<file path="src/rtl/regfile_writeback_queue.sv">
// regfile_writeback_queue
//
// Purpose: small in-order queue that sits between a result producer and the
// register-file write port. Results are accepted when there is room, retired
// one per cycle to the write port whenever the port is not stalled, and the
// queued (not yet written) values can be probed by two read-port indices so
// that readers can bypass the register file.
//
// Optional feature: define the macro WBQ_BYPASS_EN to compile in the
// hit/forward logic. Without it hit_a/hit_b/fwd_a/fwd_b are tied to 0.
//
// Ports:
//   clk, rst_n        clock (rising edge) and asynchronous active-low reset
//   in_valid/in_ready producer handshake; in_rd/in_data the offered result
//   wr_stall          write port unavailable; holds the head entry
//   RegWr, Rw, busW   register-file write enable / index / data
//   Ra, Rb            read indices probed against queued writes
//   hit_a/b, fwd_a/b  probe hit flags and youngest matching queued value
//   count             number of valid queued entries (0..DEPTH)

module regfile_writeback_queue #(
    parameter int DEPTH      = 4,
    parameter int ADDR_WIDTH = 5,
    parameter int DATA_WIDTH = 32
) (
    input  logic                      clk,
    input  logic                      rst_n,
    input  logic                      in_valid,
    output logic                      in_ready,
    input  logic [ADDR_WIDTH-1:0]     in_rd,
    input  logic [DATA_WIDTH-1:0]     in_data,
    input  logic                      wr_stall,
    output logic                      RegWr,
    output logic [ADDR_WIDTH-1:0]     Rw,
    output logic [DATA_WIDTH-1:0]     busW,
    input  logic [ADDR_WIDTH-1:0]     Ra,
    input  logic [ADDR_WIDTH-1:0]     Rb,
    output logic                      hit_a,
    output logic                      hit_b,
    output logic [DATA_WIDTH-1:0]     fwd_a,
    output logic [DATA_WIDTH-1:0]     fwd_b,
    output logic [$clog2(DEPTH):0]    count
);

    localparam int PW = $clog2(DEPTH);
    localparam int CW = PW + 1;

    // Entry storage: written only on enqueue, never reset (validity is
    // tracked by head/count alone).
    logic [ADDR_WIDTH-1:0] rd_mem   [DEPTH];
    logic [DATA_WIDTH-1:0] data_mem [DEPTH];

    logic [PW-1:0] head;
    logic [PW-1:0] tail;
    logic [CW-1:0] cnt;
    logic          ready_q;   // low in reset, high from the first edge after

    logic accept;
    logic enq;
    logic drain;
    logic not_empty;

    assign not_empty = (cnt != '0);

    // in_ready depends only on registered state, never on wr_stall/in_valid,
    // so a full queue cannot be refilled in the same cycle it drains.
    assign in_ready = ready_q & (cnt < CW'(DEPTH));
    assign accept   = in_valid & in_ready;
    // Writes to register 0 are swallowed: handshake completes, nothing queued.
    assign enq      = accept & (in_rd != '0);
    assign drain    = not_empty & ~wr_stall;

    assign RegWr = drain;
    assign Rw    = not_empty ? rd_mem[head]   : '0;
    assign busW  = not_empty ? data_mem[head] : '0;
    assign count = cnt;

    always_ff @(posedge clk or negedge rst_n) begin
        if (!rst_n) begin
            head    <= '0;
            tail    <= '0;
            cnt     <= '0;
            ready_q <= 1'b0;
        end else begin
            ready_q <= 1'b1;
            if (enq) begin
                tail <= tail + PW'(1);
            end
            if (drain) begin
                head <= head + PW'(1);
            end
            case ({enq, drain})
                2'b10:   cnt <= cnt + CW'(1);
                2'b01:   cnt <= cnt - CW'(1);
                default: cnt <= cnt;
            endcase
        end
    end

    always_ff @(posedge clk) begin
        if (enq) begin
            rd_mem[tail]   <= in_rd;
            data_mem[tail] <= in_data;
        end
    end

`ifdef WBQ_BYPASS_EN
    // Scan from oldest (head) to youngest; a later match overwrites an
    // earlier one, so the forwarded value is the youngest queued write.
    logic [PW-1:0] idx;

    always_comb begin
        hit_a = 1'b0;
        hit_b = 1'b0;
        fwd_a = '0;
        fwd_b = '0;
        idx   = head;
        for (int i = 0; i < DEPTH; i++) begin
            idx = head + PW'(i);
            if (CW'(i) < cnt) begin
                if ((Ra != '0) && (rd_mem[idx] == Ra)) begin
                    hit_a = 1'b1;
                    fwd_a = data_mem[idx];
                end
                if ((Rb != '0) && (rd_mem[idx] == Rb)) begin
                    hit_b = 1'b1;
                    fwd_b = data_mem[idx];
                end
            end
        end
    end
`else
    logic unused_probe;

    assign unused_probe = ^{Ra, Rb};
    assign hit_a = 1'b0;
    assign hit_b = 1'b0;
    assign fwd_a = '0;
    assign fwd_b = '0;
`endif

endmodule

</file>
<file path="config.mk">
export PLATFORM = sky130hd
export DESIGN_NAME = regfile_writeback_queue
export DESIGN_NICKNAME = d
export VERILOG_FILES = /design/src/rtl/regfile_writeback_queue.sv
export SDC_FILE = /design/constraint.sdc
export NUM_CORES = 1
export LEC_CHECK = 0
export ABC_AREA = 1
export CORE_UTILIZATION = 50
export CTS_BUF_LIST = sky130_fd_sc_hd__clkbuf_8
export CTS_CLUSTER_SIZE = 16
export DETAILED_ROUTE_END_ITERATION = 10
export GPL_ROUTABILITY_DRIVEN = 0
export GPL_TIMING_DRIVEN = 1
export HOLD_SLACK_MARGIN = 0.03
export PLACE_DENSITY = 0.9
export SLEW_MARGIN = 20
export SYNTH_ARGS = -nofsm -noshare
export SYNTH_HDL_FRONTEND = slang
export SYNTH_SLANG_ARGS = --single-unit
</file>
<file path="constraint.sdc">
create_clock -name clk -period 3.7 [get_ports clk]
set_input_delay 0.555 -clock clk [delete_from_list [all_inputs] [get_ports clk]]
set_output_delay 0.555 -clock clk [all_outputs]
set_load 0.02 [all_outputs]
</file>
==> impl_metrics.toml, run 1 <==
[clocking]
clk_latency_ps = 460
clock_sinks = 156
root_buffer = "clkbuf_8"
cts_setup_buffers = 0
cts.path.max_buffers = 2
cts_buffers = 17
htree_levels = 4
cts_resized = 0
cts_hold_buf = 0
cts_tree = "yes"
clk_transition_reported_paths_ps = 80

[detailed_routing]
drt_wl_total_um = 14400
ant_nets = 0
first_iter_violations = 411
first_pass_iters = 5
via_per_inst = 4.88
wire_per_inst_um = 14.5
route.detailed.drc = 0
num_vias = 4837

[synthesis]
yosysSeqAreaShare_pct = 63.8
synth_area_um2 = 7280
synth_area_leaders = "edfxtp_1 61%, inv_1 8.5%, nand2_1 8.5%, buf_4 7.2%, nand3_1 5.4%"
yosys_warnings = 0
synth_top_area_share_pct = 61.1
yosysUniqueCellTypes = 19
postSynth.asyncResetShare_pct = 5.13
ys_ff_latch = 156
synth_most_common_cell = "inv_1"
syn_avg_cell_area_um2 = 10.2
synth_top_area_cell = "edfxtp_1"
synthFlopType = "edfxtp_1"
syn_inst = 717
synth_edf_count = 148
yosys-top-cells-count = "165 x inv_1, 164 x nand2_1, 148 x edfxtp_1"

[final_layout]
syn_to_final_growth_pct = 16.5
drive_gt1_share_pct = 5.80
diodes = 0
nFillCells = 1008
regArea_um2 = 4650
multiInputGateArea_um2 = 1620
nNetsFinal = 855

[place]
hpwlAfterDp_um = 8510
port_buffers = 82

[die]
fp.dieW_um = 123
core_area_um2 = 14000
chipHeight_um = 123
die_area_um2 = 15000
fp-row-count = 43
initial_utilization_pct = 51.8
io_pins = 159

[power_and_ir_drop]
p_per_area_nw_per_um2 = 754
p_leak_nw = 3.76
netSwitchingFraction_pct = 38.2
clock_power_share_pct = 22.5
switching_power_mw = 2.44
internal_power_mw = 3.95
p_seq_share_pct = 33.9
ir_worst_vdd_uv = 432
combPwrFrac_pct = 43.6

[global_routing]
grt_first_pass_wirelength_um = 22900
antenna_found_initial = 0
grt.overflow.total = 0
grt_max_degree = 77
grt_usage_pct = 20.7
grt_pass1_vias = 4800

[worst_setup_path]
crit_path_start_kind = "flip-flop"
crit_path_end_kind = "primary output"
critPathRequiredTime_ps = 3140
cp.arrival_ps = 2660
crit_fanout = 36
cp_slowest_cell = "clkdlybuf4s50_1"
worstSetupPathType = "reg -> out"
worstPathCellList = "inv_2 -> buf_4 -> nand2_1 -> nand3_1 -> a21oi_1 -> clkdlybuf4s50_1"
critPathMaxStageDelay_ps = 590

[sta]
tns_ps = 0
max_slew.worst_pin.slew_ps = 831
drv_slew = 0
setup_viol = 0
fin_hold_ws_ps = 391
min_period_ps = 3220
hold_viol = 0
slew_headroom_pct = 44.6
skew_ps = 16.9
post-route-period-util_pct = 86.9
fmax_mhz = 311
grt_setup_unrepaired = "no"

[outcome]
status = "complete, no violations"

[job]
drv_cap = 0

[min_path]
min_path_type = "in -> async"
## worst max-delay path: cells and delay by family, from the launching register on
kind                   cells  cell delay (ps)
buffers and inverters      3             1480
AO/OA/AOI/OAI              1              110
AND/OR/NAND/NOR            2              190
flip-flops                 1              420
## per-stage QoR
| step | setup slack (ps) | instance area [um2] | utilization (%) | power [mW] | std cells |
|---|---|---|---|---|---|
| after floorplan | 762 | 7520 | - | 3.96 | 782 |
| after global placement | 881 | 8030 | 57.2 | 4.90 | 959 |
| after detailed placement | 804 | 8030 | 57.2 | 4.98 | 959 |
| after CTS | 449 | 8480 | 60.4 | 6.41 | 991 |
| after global routing | 275 | 8480 | 60.4 | 6.74 | 991 |
| final | 484 | 8480 | 60.4 | 6.39 | 991 |
## sequential cells by signal, summed over array words and instances, names as in the netlist
name / cells
head: 2
count: 3
tail: 2
rd_mem: 20
data_mem: 128
ready_q: 1
## power groups by stage
stage	Combinational, mW	Sequential [mW]	Clock [mW]
6_report	2.79	2.17	1.44
5_1_grt	3.03	2.19	1.53
4_1_cts	2.80	2.17	1.44
3_5_place_dp	2.77	2.21	0
3_3_place_gp	2.71	2.20	0
2_1_floorplan	1.74	2.22	0
## path summary, 6_finish.rpt
| check | start | endpoint | slack [ps] | cells after the start |
|---|---|---|---|---|
| max | head[0]$_DFFE_PN0P_ | busW[28] | 480 | 6 |
| min | rst_n | ready_q$_DFF_PN0_ | 390 | 1 |
| max reg2reg | count[2]$_DFFE_PN0P_ | count[1]$_DFFE_PN0P_ | 1420 | 8 |
| min reg2reg | count[2]$_DFFE_PN0P_ | count[2]$_DFFE_PN0P_ | 510 | 2 |
| max in group asynchronous | rst_n | head[0]$_DFFE_PN0P_ | 3010 | 1 |
| min in group clk | count[2]$_DFFE_PN0P_ | count[2]$_DFFE_PN0P_ | 510 | 2 |
## logic make-up (layout without fill, tap and decap cells)
kind of cell	count (synthesis)	after routing	synth area share, %
buf+inv	261	290	17.7
simple gates	251	251	14.3
flops	156	156	63.8
compound gates	39	39	2.68
fa+ha+maj	6	6	1.13
other cells	2	67	0.103
xor+xnor	2	2	0.241
## routing by layer
| metal | share of wire (%) | wire length [um] | GRT usage [%] |
|---|---|---|---|
| met5 | 0 | 0 | 0 |
| met4 | 2.0 | 281 | 9.83 |
| met3 | 8.6 | 1240 | 5.99 |
| met2 | 51 | 7300 | 34.4 |
| met1 | 39 | 5560 | 24.8 |
## area by class of cell
class | instances | area share [%]
clock buffers | 17 | 2.76
clock inverters | 15 | 2.60
inverters | 168 | 7.43
multi-input cells | 365 | 19.1
flip-flops and latches | 156 | 54.8
well taps | 180 | 2.65
repair buffers | 90 | 10.7
## cells in the final DEF, fill, tap and decap left out, drive strengths merged
master	n
nand2	164
ha	5
clkinv	5
edfxtp	148
xnor2	2
dfrtp	8
clkinvlp	3
nand4	1
fa	1
o21ai	2
inv	170
a21oi	37
bufinv	5
buf	8
nand3	79
conb	67
clkdlybuf4s50	82
nor2	7
clkbuf	17
No activity file was read; power rests on OpenSTA's default activity.
==> inputs of run 2 (changes only) <==
--- a/config.mk
+++ b/config.mk
@@ -7,5 +7,5 @@
 export LEC_CHECK = 0
 export ABC_AREA = 1
-export CORE_UTILIZATION = 50
+export CORE_UTILIZATION = 53
 export CTS_BUF_LIST = sky130_fd_sc_hd__clkbuf_8
 export CTS_CLUSTER_SIZE = 16
@@ -14,5 +14,6 @@
 export GPL_TIMING_DRIVEN = 1
 export HOLD_SLACK_MARGIN = 0.03
-export PLACE_DENSITY = 0.9
+export MAX_ROUTING_LAYER = met4
+export PLACE_DENSITY = 0.94
 export SLEW_MARGIN = 20
 export SYNTH_ARGS = -nofsm -noshare
==> constraint.sdc (replaced) <==
create_clock -name clk -period 3.7 [get_ports clk]
set_input_delay 0.37 -clock clk [delete_from_list [all_inputs] [get_ports clk]]
set_output_delay 0.37 -clock clk [all_outputs]
set_load 0.02 [all_outputs]
==> run 2 against run 1 <==
Wire length is 2.7% lower. Design area is 0.89% lower. Clock skew hardly changed. Maximum frequency is 4.5% higher. Register-to-register slack worse by 80 ps. Non-clock buffer count is 2 higher. Largest cell class unchanged.
==> impl_metrics.toml, run 2 (synthesis results as in run 1) <==
[place]
hpwlAfterDp_um = 8720
place_area_um2 = 8040
port_buffers = 82

[final_layout]
largest_register_ffs = 128
regMostFlops = "data_mem"
drive_gt1_share_pct = 5.18
diodes = 0
mostFrequentLayoutCells = "167 x inv_1, 164 x nand2_1, 148 x edfxtp_1"
layout_commonest_cell = "inv_1"
syn_to_final_growth_pct = 15.5
stdcell_area_um2 = 8410
nNetsFinal = 857

[clocking]
cts_resized = 0
clock_sinks = 156
cts.path.max_buffers = 2
htree_levels = 4
cts_hold_buf = 0
root_buffer = "clkbuf_8"
clk_latency_ps = 440
cts_buffers = 17
clk_transition_reported_paths_ps = 80
cts_setup_buffers = 0
cts_tree = "yes"

[sta]
min_period_ps = 3080
hold_viol = 0
setup_viol = 0
drv_slew = 0
slew_headroom_pct = 47.4
post-route-period-util_pct = 83.2
max_slew.worst_pin.slew_ps = 788
skew_ps = 16.5
fmax_mhz = 325
grt_setup_unrepaired = "no"
fin_hold_ws_ps = 216
tns_ps = 0

[detailed_routing]
ant_nets = 0
first_iter_violations = 324
num_vias = 4760
drt_wl_total_um = 14000
first_pass_iters = 5
route.detailed.drc = 0
wire_per_inst_um = 14.2
via_per_inst = 4.82

[die]
die_area_um2 = 14200
fp.dieW_um = 119
initial_utilization_pct = 54.8
io_pins = 159
core_area_um2 = 13300
chipHeight_um = 119
fp-row-count = 42

[min_path]
min_path_type = "in -> async"

[worst_setup_path]
r2r_setup_slack_ps = 1340
cp_num_buf_inv = 3
crit_path_start_kind = "flip-flop"
worstSetupPathType = "reg -> out"
cp.arrival_ps = 2710
crit_fanout = 49
crit_path_end_kind = "primary output"
critPathMaxStageDelay_ps = 690
worst-path-stages = 6
worstPathCellList = "inv_2 -> buf_4 -> nand2_1 -> nand3_1 -> a21oi_1 -> clkdlybuf4s50_1"
crit_family = "buffers and inverters"
r2r_cells = 6
cp_slowest_cell = "dfrtp_2"
critPathRequiredTime_ps = 3330

[global_routing]
grt_pass1_vias = 4779
antenna_found_initial = 0
grt_max_degree = 53
grt_usage_pct = 21.4
grt_first_pass_wirelength_um = 22300
grt.overflow.total = 0

[power_and_ir_drop]
ir_worst_vdd_uv = 530
p_per_area_nw_per_um2 = 729
p_leak_nw = 3.75
power_mw = 6.13

[job]
drv_cap = 0

[outcome]
status = "complete, no violations"
run 2: cell types whose count changed in the layout (fill, tap and decap cells not counted):
cell        before  now
inv_6            2    0
clkinv_2         1    2
bufinv_16        5    3
inv_1          165  167
clkinv_1         2    5
clkinvlp_4       3    0
buf_4            6    8
clkinv_4         2    1
run 2: power by group:
part / leakage (nW) / switching [mW] / internal (mW) / total, mW
Sequential: 1.43 / 0.0995 / 2.11 / 2.21
Clock: 0.195 / 0.559 / 0.640 / 1.20
Combinational: 2.12 / 1.68 / 1.04 / 2.72
run 2: layer usage:
| metal | vias up | global-route usage, % | wire [um] |
|---|---|---|---|
| met5 | - | - | 0 |
| met2 | 226 | 36.0 | 7220 |
| met4 | 0 | 10.3 | 208 |
| li1 | 2272 | - | - |
| met1 | 2239 | 23.7 | 5410 |
| met3 | 23 | 5.46 | 1160 |
run 2: area by class of cell:
| cell class | count | area (um2) |
|---|---|---|
| fillers | 966 | 4890 |
| well taps | 176 | 220 |
| clock buffers | 17 | 234 |
| multi-input cells | 365 | 1620 |
| clock inverters | 13 | 135 |
| flip-flops and latches | 156 | 4650 |
| repair buffers | 92 | 921 |
| inverters | 168 | 631 |
run 2: worst paths after layout:
kind                                       from                     end
max in group asynchronous                 rst_n     head[1]$_DFFE_PN0P_
max reg2reg                count[2]$_DFFE_PN0P_  rd_mem[0][2]$_DFFE_PP_
max                         head[0]$_DFFE_PN0P_                busW[29]
min                                       rst_n    count[2]$_DFFE_PN0P_
min reg2reg                count[0]$_DFFE_PN0P_    count[0]$_DFFE_PN0P_
min in group clk           count[0]$_DFFE_PN0P_    count[0]$_DFFE_PN0P_
run 2: per-stage QoR:
step	util, %	cells	worst slack, ps
after floorplan	-	782	762
after global placement	60.5	957	952
after detailed placement	60.5	957	909
after CTS	63.2	987	630
after global routing	63.2	987	458
final	63.2	987	622
